[src/rtl/uart_tx.sv]
// UART transmitter: pops one word from the TX FIFO and sends start, D_W data bits LSB first, stop.
// Build with UART_TX_PARITY_EN defined to insert an even-parity bit between the data bits and stop.
module uart_tx #(
  parameter int D_W     = 8,
  parameter int B_TICK  = 16,
  parameter int SB_TICK = 16
) (
  input  logic           clk,
  input  logic           rst,
  input  logic           baud_en,
  input  logic [D_W-1:0] in_data,
  input  logic           ff_empty,
  output logic           ff_rd_en,
  output logic           tx_data,
  output logic           tx_busy
);

  // state  | meaning
  // IDLE   | line high, pop the FIFO as soon as it is non-empty
  // LOAD   | popped word is on in_data, capture it
  // START  | start bit (0) for B_TICK baud pulses
  // DATA   | data bits, LSB first, B_TICK pulses each
  // PARITY | even parity bit (UART_TX_PARITY_EN builds only)
  // STOP   | stop bit (1) for SB_TICK pulses
  localparam logic [2:0] S_IDLE   = 3'd0;
  localparam logic [2:0] S_LOAD   = 3'd1;
  localparam logic [2:0] S_START  = 3'd2;
  localparam logic [2:0] S_DATA   = 3'd3;
`ifdef UART_TX_PARITY_EN
  localparam logic [2:0] S_PARITY = 3'd4;
`endif
  localparam logic [2:0] S_STOP   = 3'd5;

  localparam int TMAX   = (B_TICK > SB_TICK) ? B_TICK : SB_TICK;
  localparam int TICK_W = ($clog2(TMAX) > 4) ? $clog2(TMAX) : 4;
  localparam int BIT_W  = (D_W > 1) ? $clog2(D_W) : 1;

  localparam logic [TICK_W-1:0] B_LAST   = TICK_W'(B_TICK - 1);
  localparam logic [TICK_W-1:0] SB_LAST  = TICK_W'(SB_TICK - 1);
  localparam logic [BIT_W-1:0]  BIT_LAST = BIT_W'(D_W - 1);

  logic [2:0]        state_q, state_d;
  logic [TICK_W-1:0] tick_q,  tick_d;
  logic [BIT_W-1:0]  bit_q,   bit_d;
  logic [D_W-1:0]    shreg_q, shreg_d;
  logic              tx_q,    tx_d;
`ifdef UART_TX_PARITY_EN
  logic              par_q,   par_d;
`endif

  always_comb begin
    state_d = state_q;
    tick_d  = tick_q;
    bit_d   = bit_q;
    shreg_d = shreg_q;
`ifdef UART_TX_PARITY_EN
    par_d   = par_q;
`endif
    case (state_q)
      S_IDLE: begin
        tick_d = '0;
        bit_d  = '0;
        if (!ff_empty) state_d = S_LOAD;
      end
      S_LOAD: begin
        shreg_d = in_data;
        tick_d  = '0;
        bit_d   = '0;
`ifdef UART_TX_PARITY_EN
        par_d   = ^in_data;
`endif
        state_d = S_START;
      end
      S_START: begin
        if (baud_en) begin
          if (tick_q == B_LAST) begin
            tick_d  = '0;
            state_d = S_DATA;
          end else begin
            tick_d = tick_q + 1'b1;
          end
        end
      end
      S_DATA: begin
        if (baud_en) begin
          if (tick_q == B_LAST) begin
            tick_d  = '0;
            shreg_d = shreg_q >> 1;
            if (bit_q == BIT_LAST) begin
              bit_d = '0;
`ifdef UART_TX_PARITY_EN
              state_d = S_PARITY;
`else
              state_d = S_STOP;
`endif
            end else begin
              bit_d = bit_q + 1'b1;
            end
          end else begin
            tick_d = tick_q + 1'b1;
          end
        end
      end
`ifdef UART_TX_PARITY_EN
      S_PARITY: begin
        if (baud_en) begin
          if (tick_q == B_LAST) begin
            tick_d  = '0;
            state_d = S_STOP;
          end else begin
            tick_d = tick_q + 1'b1;
          end
        end
      end
`endif
      S_STOP: begin
        if (baud_en) begin
          if (tick_q == SB_LAST) begin
            tick_d  = '0;
            state_d = S_IDLE;
          end else begin
            tick_d = tick_q + 1'b1;
          end
        end
      end
      default: state_d = S_IDLE;
    endcase

    // line level follows the state being entered so tx_data is registered yet not lagging
    case (state_d)
      S_START:  tx_d = 1'b0;
      S_DATA:   tx_d = shreg_d[0];
`ifdef UART_TX_PARITY_EN
      S_PARITY: tx_d = par_q;
`endif
      default:  tx_d = 1'b1;
    endcase
  end

  always_ff @(posedge clk) begin
    if (rst) begin
      state_q <= S_IDLE;
      tick_q  <= '0;
      bit_q   <= '0;
      shreg_q <= '0;
      tx_q    <= 1'b1;
`ifdef UART_TX_PARITY_EN
      par_q   <= 1'b0;
`endif
    end else begin
      state_q <= state_d;
      tick_q  <= tick_d;
      bit_q   <= bit_d;
      shreg_q <= shreg_d;
      tx_q    <= tx_d;
`ifdef UART_TX_PARITY_EN
      par_q   <= par_d;
`endif
    end
  end

  // pop is combinational so a back-to-back word is taken in the very IDLE clock
  assign ff_rd_en = (state_q == S_IDLE) && !ff_empty && !rst;
  assign tx_data  = tx_q;
  assign tx_busy  = (state_q != S_IDLE);

endmodule

[config.mk]
export PLATFORM = sky130hd
export DESIGN_NAME = uart_tx
export DESIGN_NICKNAME = d
export VERILOG_FILES = /design/src/rtl/uart_tx.sv
export SDC_FILE = /design/constraint.sdc
export NUM_CORES = 1
export LEC_CHECK = 0
export CORE_MARGIN = 1
export CORE_UTILIZATION = 54
export CTS_BUF_LIST = sky130_fd_sc_hd__clkbuf_4
export CTS_CLUSTER_SIZE = 16
export DETAILED_ROUTE_END_ITERATION = 12
export PLACE_DENSITY_LB_ADDON = 0.12
export SYNTH_ARGS = -nofsm -noshare
export SYNTH_HDL_FRONTEND = slang
export SYNTH_SLANG_ARGS = --single-unit
[constraint.sdc]
create_clock -name clk -period 1.9 [get_ports clk]
set_input_delay 0.285 -clock clk [delete_from_list [all_inputs] [get_ports clk]]
set_output_delay 0.285 -clock clk [all_outputs]
set_load 0.03 [all_outputs]
### After elaboration in Yosys (flattened, before gate mapping)

Index checks and enable logic that the tools add are counted.

* register bits after elaboration: 19
* output and inout port bits: 3
* logic and storage cells: 53

* reductions and logical operators: 14
* mux-type cells: 20
* $add $sub $neg: 2
* equal/unequal tests: 11

Operators with widths (number)
* 2-to-1 mux 3 bit: 11
* 2-to-1 mux 8 bit: 2
* case mux 8 bit (2 select lines): 1
* case mux 3 bit (5 select lines): 1
* == test 3 x 2 -> 1 bit (second input constant): 4
* 2-to-1 mux 4 bit: 2
* case mux 4 bit (2 select lines): 1
* == test 3 bit (second input constant): 2
* case mux 3 bit (2 select lines): 1
* AND reduction 3 bit: 2
* nonzero test 2 bit: 3
* adder 4 x 1 -> 4 bit (second input constant): 1
* == test 4 bit (second input constant): 1
* != test 2 bit (second input constant): 2
* adder 3 x 1 -> 3 bit (second input constant): 1
* == test 3 x 1 -> 1 bit (second input constant): 1
* logical NOT 3 bit: 1
* nonzero test 3 bit: 1
* OR reduction 3 bit: 1
* logical AND 1 bit: 2
* logical NOT 1 bit: 2
* != test 2 x 1 -> 1 bit (second input constant): 1
* case mux 1 bit (2 select lines): 1
* AND reduction 2 bit: 1
* OR reduction 2 bit: 1

### Depth between registers and ports, before layout

Gate-level depths: netlist (run 1).

* word-level depth: 7
* depth in mapped cells: 6
* depth with buffers taken out: 5

### Least setup slack after synthesis (run 1)

No wires, ideal clock.

* path kind: reg2reg
* from: reg bit_q[0]
* to: reg bit_q[1]
* cell stages (with the launch flop): 6
* data arrival time: 1.616 ns
* path buffers: 0
* slack: 0.213 ns
* path through: dfxtp_1 > ha_1 > ha_1 > or3b_1 > or4b_1 > a21oi_1

* cells in the longest elaborated chain, start to end: 5
* elaborated cells on any way between the ends: 6
* classes of those cells: add/sub: 1; eq/ne: 1; mux: 4

RTL lines
* start: declaration: line 44 `logic [BIT_W-1:0] bit_q, bit_d;`
* start signal: assignment: line 153 `bit_q <= bit_d;`
* adder 3 x 1 -> 3 bit / == test 3 bit (equally long branches): line 97, 89
* 2-to-1 mux 3 bit *: line 89 `if (bit_q == BIT_LAST) begin`
* 2-to-1 mux 3 bit *: line 86 `if (tick_q == B_LAST) begin`
* 2-to-1 mux 3 bit *: line 85 `if (baud_en) begin`
* case mux 3 bit (2 select lines) *: line 59 `case (state_q)`

Mark *: on every way between the ends. The rest lies on a longest branch, timed or not. The select of a mux whose other input is x is not followed.
A chain may end at the register's enable or synchronous reset.

### Worst setup path after layout (run 1)

* from: reg state_q[0]
* to: out ff_rd_en

* cells in the longest elaborated chain, start to end: 3

RTL lines
* start: declaration: line 42 `logic [2:0] state_q, state_d;`
* start signal: assignment: line 151 `state_q <= state_d;`
* logical NOT 3 bit: line 163 `assign ff_rd_en = (state_q == S_IDLE) && !ff_empty && !rst;`
* logical AND 1 bit (2 in series): line 163
* end: declaration: line 13 `output logic ff_rd_en,`

No other way between the ends.

==> metrics.txt, run 1 <==
status=completed; die width=44.30 um; post-synthesis adder-cell area fraction=0.03886; CTS tree=yes; CP required=1620 ps; main flop type after synthesis=dfxtp_1; Area growth syn-to-layout=23.06%; crit path launch type=flop; sw frac=0.2699; worst-path cell chain=buf_4 -> or4_1 -> nor2_1 -> buf_4; via count=933; die area=1962 sq um; leakage power=0.0004513 uW; ANT nets after route=0; sw power=218.3 uW; DR vias/cell=5.831; Post-synth EDFFs=0; min cycle time layout=1841 ps; Num CTS Buffers=3; total grt overflow=0; setup TNS=0 ps; Diodes inserted=0; Max IR drop VDD=0.5284 mV; Gate Count Post-Synth=118; synth unique cells=36; CP arrival=1560 ps; clock power share=0.273; IO Count=15; Pwr Density=680.5 nW/um^2; Worst-Margin Slew=405.3 ps; Worst-Skew Late Latency=300 ps; Post-Syn Area=965.9 sq um; Hold Path Class=flop to flop; number of global-route vias before repair=922; Async S/R FF share, synth=0; critical-path maximum fanout=11; HPWL after DPL=1507 um; Worst setup EP type=output port; final WL=2105 um; DR iter-0 viols=16; Slew headroom=0.7298; final-report setup violation count=0; Post-CTS Setup Bufs=0; Final nets=152; number of core rows=14; CTS Hold Bufs=0; Layout fillers=122; root buf cell=clkbuf_4; fin. max-slew vios=0; Pwr Total=808.9 uW; area share of xor/xnor cells in the synthesized design=0.009067; Post-Syn Area per Cell=8.186 sq um; internal power=590.6 uW; core area=1594 sq um; largest family of logic cells by synthesized area=compound AO/OA/AOI/OAI gates; drt first pass iters=4; CTS sink cnt=19; CP max stage delay=460 ps; share of power burned in registers=0.531; max cap viols=0; initial antenna violation count=0; gr usage total=0.2515; f_max=543.3 MHz; Compound-Gate Fraction of Synth Area=0.2422; pin count of the biggest net entering global routing=16; Synth Register Bits=19; Initial Util=0.6060; post-synthesis net count=133; share of total power in combinational logic=0.195; Port Buf Inserts=14; Routed WL per cell=13.16 um; Final Hold Viols=0; layout cell share with drive strength beyond 1=0.1250; H-Tree Depth=1; Final Skew=5.085 ps; post_cts resized=0; Slowest-stage cell, CP=or4_1; WS Path Type=flop to output port; cell family with most CP delay=simple AND/OR/NAND/NOR gates; WP buf/inv=2; worst-case clock buffer depth=2; sequential-to-total area share from yosys stat=0.3938; period utilization=0.9688; gpl congestion=0.7452; post-synthesis mux area share=0.02073; clock slew at reported path FFs=110 ps; drt drc=0; yosys warns=0; unrepaired setup endpoints after global routing=false; Post-Synth Simple-Gate Area=0.2293; global-route wire length before repair=3657 um; CP dominant cell by count=buf_4; DIE HEIGHT=44.30 um
-- final timing paths --
path	start	end	slack, ps	cells past startpoint
worst max register to register	tick_q[0]$_SDFFE_PP0P_	bit_q[1]$_SDFFE_PP0P_	100	5
worst min register to register	shreg_q[7]$_SDFFE_PP0P_	shreg_q[7]$_SDFFE_PP0P_	490	2
worst min-delay path	shreg_q[7]$_SDFFE_PP0P_	shreg_q[7]$_SDFFE_PP0P_	490	2
worst max-delay path	state_q[0]$_SDFF_PP0_	ff_rd_en	60	4
-- cells in the mapped netlist (all sizes together) (3+ instances only) --
master  number  area (sq um)
buf          3         15.01
nand2        3         11.26
nor2        19         71.32
nand2b       4         32.53
ha           3         37.54
o22ai        6         37.54
a31oi        7         43.79
inv          8         30.03
a21oi        8         40.04
o21ai        5         25.02
clkbuf       5         18.77
dfxtp       19         380.4
-- per-layer routing --
layer	global-route usage	wire, um	vias up
li1	-	-	466
met1	0.2959	944	431
met2	0.4353	1046	29
met3	0.02857	64	7
met4	0.1515	49	0
met5	0	0	-
-- metrics by stage --
step | cells | util | hold WS [ps] | setup WS [ps] | instance area [sq um]
after floorplan | 118 | - | 354.1 | 213.4 | 965.9
after global placement | 156 | 0.7261 | 459.3 | 68.93 | 1157
after detailed placement | 156 | 0.7261 | 468.5 | 14.43 | 1157
after CTS | 160 | 0.7449 | 485.3 | 31.44 | 1187
after global routing | 160 | 0.7457 | 506.1 | 6.825 | 1189
final | 160 | 0.7457 | 487.4 | 59.23 | 1189
-- state kept, by name, summed over array words and instances (netlist names) --
name     cells
bit_q        3
shreg_q      8
state_q      3
tick_q       4
tx_data      1
-- cell type report --
class	count	area (sq um)	share of cell area
tap	24	30.03	0.02526
sequential	19	381.6	0.3211
inverter	8	30.03	0.02526
clock buffer	4	30.03	0.02526
multi-input combinational	83	521.8	0.4389
timing repair buffer	22	195.2	0.1642
-- worst reg2reg max path: cells and delay by family (launching register included) --
| kind | cells | cell delay [ps] |
|---|---|---|
| AOI/OAI and AO/OA | 2 | 280 |
| adders and majority gates | 1 | 280 |
| DFF | 1 | 410 |
| and+or+nand+nor | 2 | 780 |
-- power groups by stage --
stage | combinational [uW] | sequential (uW) | clock [uW]
2_1_floorplan | 96.2 | 438 | 0
3_3_place_gp | 151 | 437 | 0
3_5_place_dp | 156 | 438 | 0
4_1_cts | 157 | 429 | 225
5_1_grt | 172 | 432 | 236
6_report | 158 | 430 | 221
-- layout by cell type, fill, tap and decap left out, types with 4 or more instances in the layout --
cell type and instances:
clkdlybuf4s50_1 12, o22ai_1 6, inv_1 8, a21oi_1 8, dfxtp_1 18, nor2_1 19
buf_4 10, a31oi_1 7, clkbuf_4 4, o21ai_0 5
-- logic make-up after synthesis --
logic type,count (synthesis)
mux,2
flops,19
xor+xnor,1
buf+inv,16
compound gates,36
simple gates,41
fa+ha+maj,3
No activity file was read; power rests on OpenSTA's default activity.
==> inputs of run 2 (changes only) <==
--- a/config.mk
+++ b/config.mk
@@ -8,7 +8,6 @@
 export CORE_MARGIN = 1
 export CORE_UTILIZATION = 54
 export CTS_BUF_LIST = sky130_fd_sc_hd__clkbuf_4
-export CTS_CLUSTER_SIZE = 16
 export DETAILED_ROUTE_END_ITERATION = 12
 export PLACE_DENSITY_LB_ADDON = 0.12
 export SYNTH_ARGS = -nofsm -noshare
==> results of run 2 <==
The final DEF is identical to that of run 1; final timing and power are the same.
==> inputs of run 3 (changes only) <==
--- a/config.mk
+++ b/config.mk
@@ -7,7 +7,7 @@
 export LEC_CHECK = 0
 export CORE_MARGIN = 1
 export CORE_UTILIZATION = 54
-export CTS_BUF_LIST = sky130_fd_sc_hd__clkbuf_4
+export CTS_BUF_LIST = sky130_fd_sc_hd__clkbuf_8
 export DETAILED_ROUTE_END_ITERATION = 12
 export PLACE_DENSITY_LB_ADDON = 0.12
 export SYNTH_ARGS = -nofsm -noshare
==> metrics.txt, run 3 (synthesized netlist as in run 1, its figures left out) <==
R2R setup slack=110 ps; dpl cells=156; number of global-route vias before repair=909; DP Area=1157 sq um; Final Skew=1.296 ps; Post-CTS Setup Bufs=0; global-route wire length before repair=3608 um; Largest register FFs=8; clock slew at reported path FFs=70 ps; DIE HEIGHT=44.30 um; initial antenna violation count=0; Worst setup EP type=flop; ANT nets after route=0; crit path launch type=flop; Worst-Margin Slew=408.6 ps; worst-case clock buffer depth=2; WS Path Type=flop to flop; Max IR drop VDD=0.5859 mV; gr usage total=0.2487; HPWL after DPL=1507 um; CTS Hold Bufs=0; pin count of the biggest net entering global routing=16; Top reg by flops=shreg_q; drt drc=0; number of core rows=14; final WL=2076 um; layout cell share with drive strength beyond 1=0.1103; Port Buf Inserts=14; commonest non-fill, non-tap cells in the layout=19 x nor2_1, 19 x dfxtp_1, 12 x clkdlybuf4s50_1; Final Hold Viols=0; Slew headroom=0.7276; die area=1962 sq um; Routed WL per cell=12.98 um; f_max=557.9 MHz; IO Count=15; total grt overflow=0; setup TNS=0 ps; Final nets=152; fin cells=160; drt first pass iters=4; Largest regs=shreg_q x8, tick_q x4; Area growth syn-to-layout=24.48%; fin. max-slew vios=0; CP arrival=1980 ps; max cap viols=0; Pwr Density=718.2 nW/um^2; H-Tree Depth=1; critical-path maximum fanout=5; DR iter-0 viols=23; gpl congestion=0.7452; Hold Path Class=flop to flop; leakage power=0.0004594 uW; period utilization=0.9434; CP required=2090 ps; final-report setup violation count=0; Final Instance Area=1202 sq um; status=completed; min cycle time layout=1792 ps; CTS sink cnt=19; via count=947; CTS tree=yes; Num CTS Buffers=3; unrepaired setup endpoints after global routing=false; die width=44.30 um; core area=1594 sq um; Worst-Skew Late Latency=260 ps; DR vias/cell=5.919; Diodes inserted=0; post_cts resized=0; Initial Util=0.6060; root buf cell=clkbuf_8
-- run 3: cell count changes in the layout (fill, tap and decap cells not counted), sizes merged --
cell    before  now
clkbuf       4    3
inv          8    9
-- run 3: per-stage QoR --
step / hold slack, ps / utilization / setup slack [ps] / power [uW]
after floorplan: 354.1 / - / 213.4 / 534.6
after global placement: 459.3 / 0.7261 / 68.93 / 588.3
after detailed placement: 468.5 / 0.7261 / 14.43 / 593.6
after CTS: 480.6 / 0.7543 / 90.95 / 869.5
after global routing: 501.0 / 0.7543 / 33.51 / 901.4
final: 478.8 / 0.7543 / 107.6 / 863.5
-- run 3: worst paths after layout --
check,depth (start not counted),end,from
worst max register to register,5,bit_q[1]$_SDFFE_PP0P_,tick_q[0]$_SDFFE_PP0P_
worst min-delay path,2,shreg_q[7]$_SDFFE_PP0P_,shreg_q[7]$_SDFFE_PP0P_
worst max-delay path,5,bit_q[1]$_SDFFE_PP0P_,tick_q[0]$_SDFFE_PP0P_
worst min register to register,2,shreg_q[7]$_SDFFE_PP0P_,shreg_q[7]$_SDFFE_PP0P_
-- run 3: final cells by class --
type	count	area, sq um
fill	116	391.6
multi-input combinational	83	521.8
clock inverter	1	3.754
sequential	19	380.4
timing repair buffer	22	195.2
clock buffer	3	41.29
inverter	8	30.03
tap	24	30.03
-- run 3: worst max-delay path: stages, from the launching register on --
cell and delay (ps):
dfxtp_1 400, ha_1 280, and4_1 260, a21boi_1 130
or4b_1 520, a21oi_1 140
-- run 3: per-layer routing --
layer	routed length, um	track usage	vias to the layer above
met4	37	0.1455	0
met2	1043	0.4235	33
met5	0	0	-
met1	887	0.2952	443
met3	108	0.03673	5
li1	-	-	466
-- run 3: report_power, final --
group / internal [uW] / total, uW / switching [uW]
Combinational: 76.4 / 158 / 81.1
Clock: 144 / 277 / 133
Sequential: 418 / 429 / 11.3
Total: 638 / 864 / 226
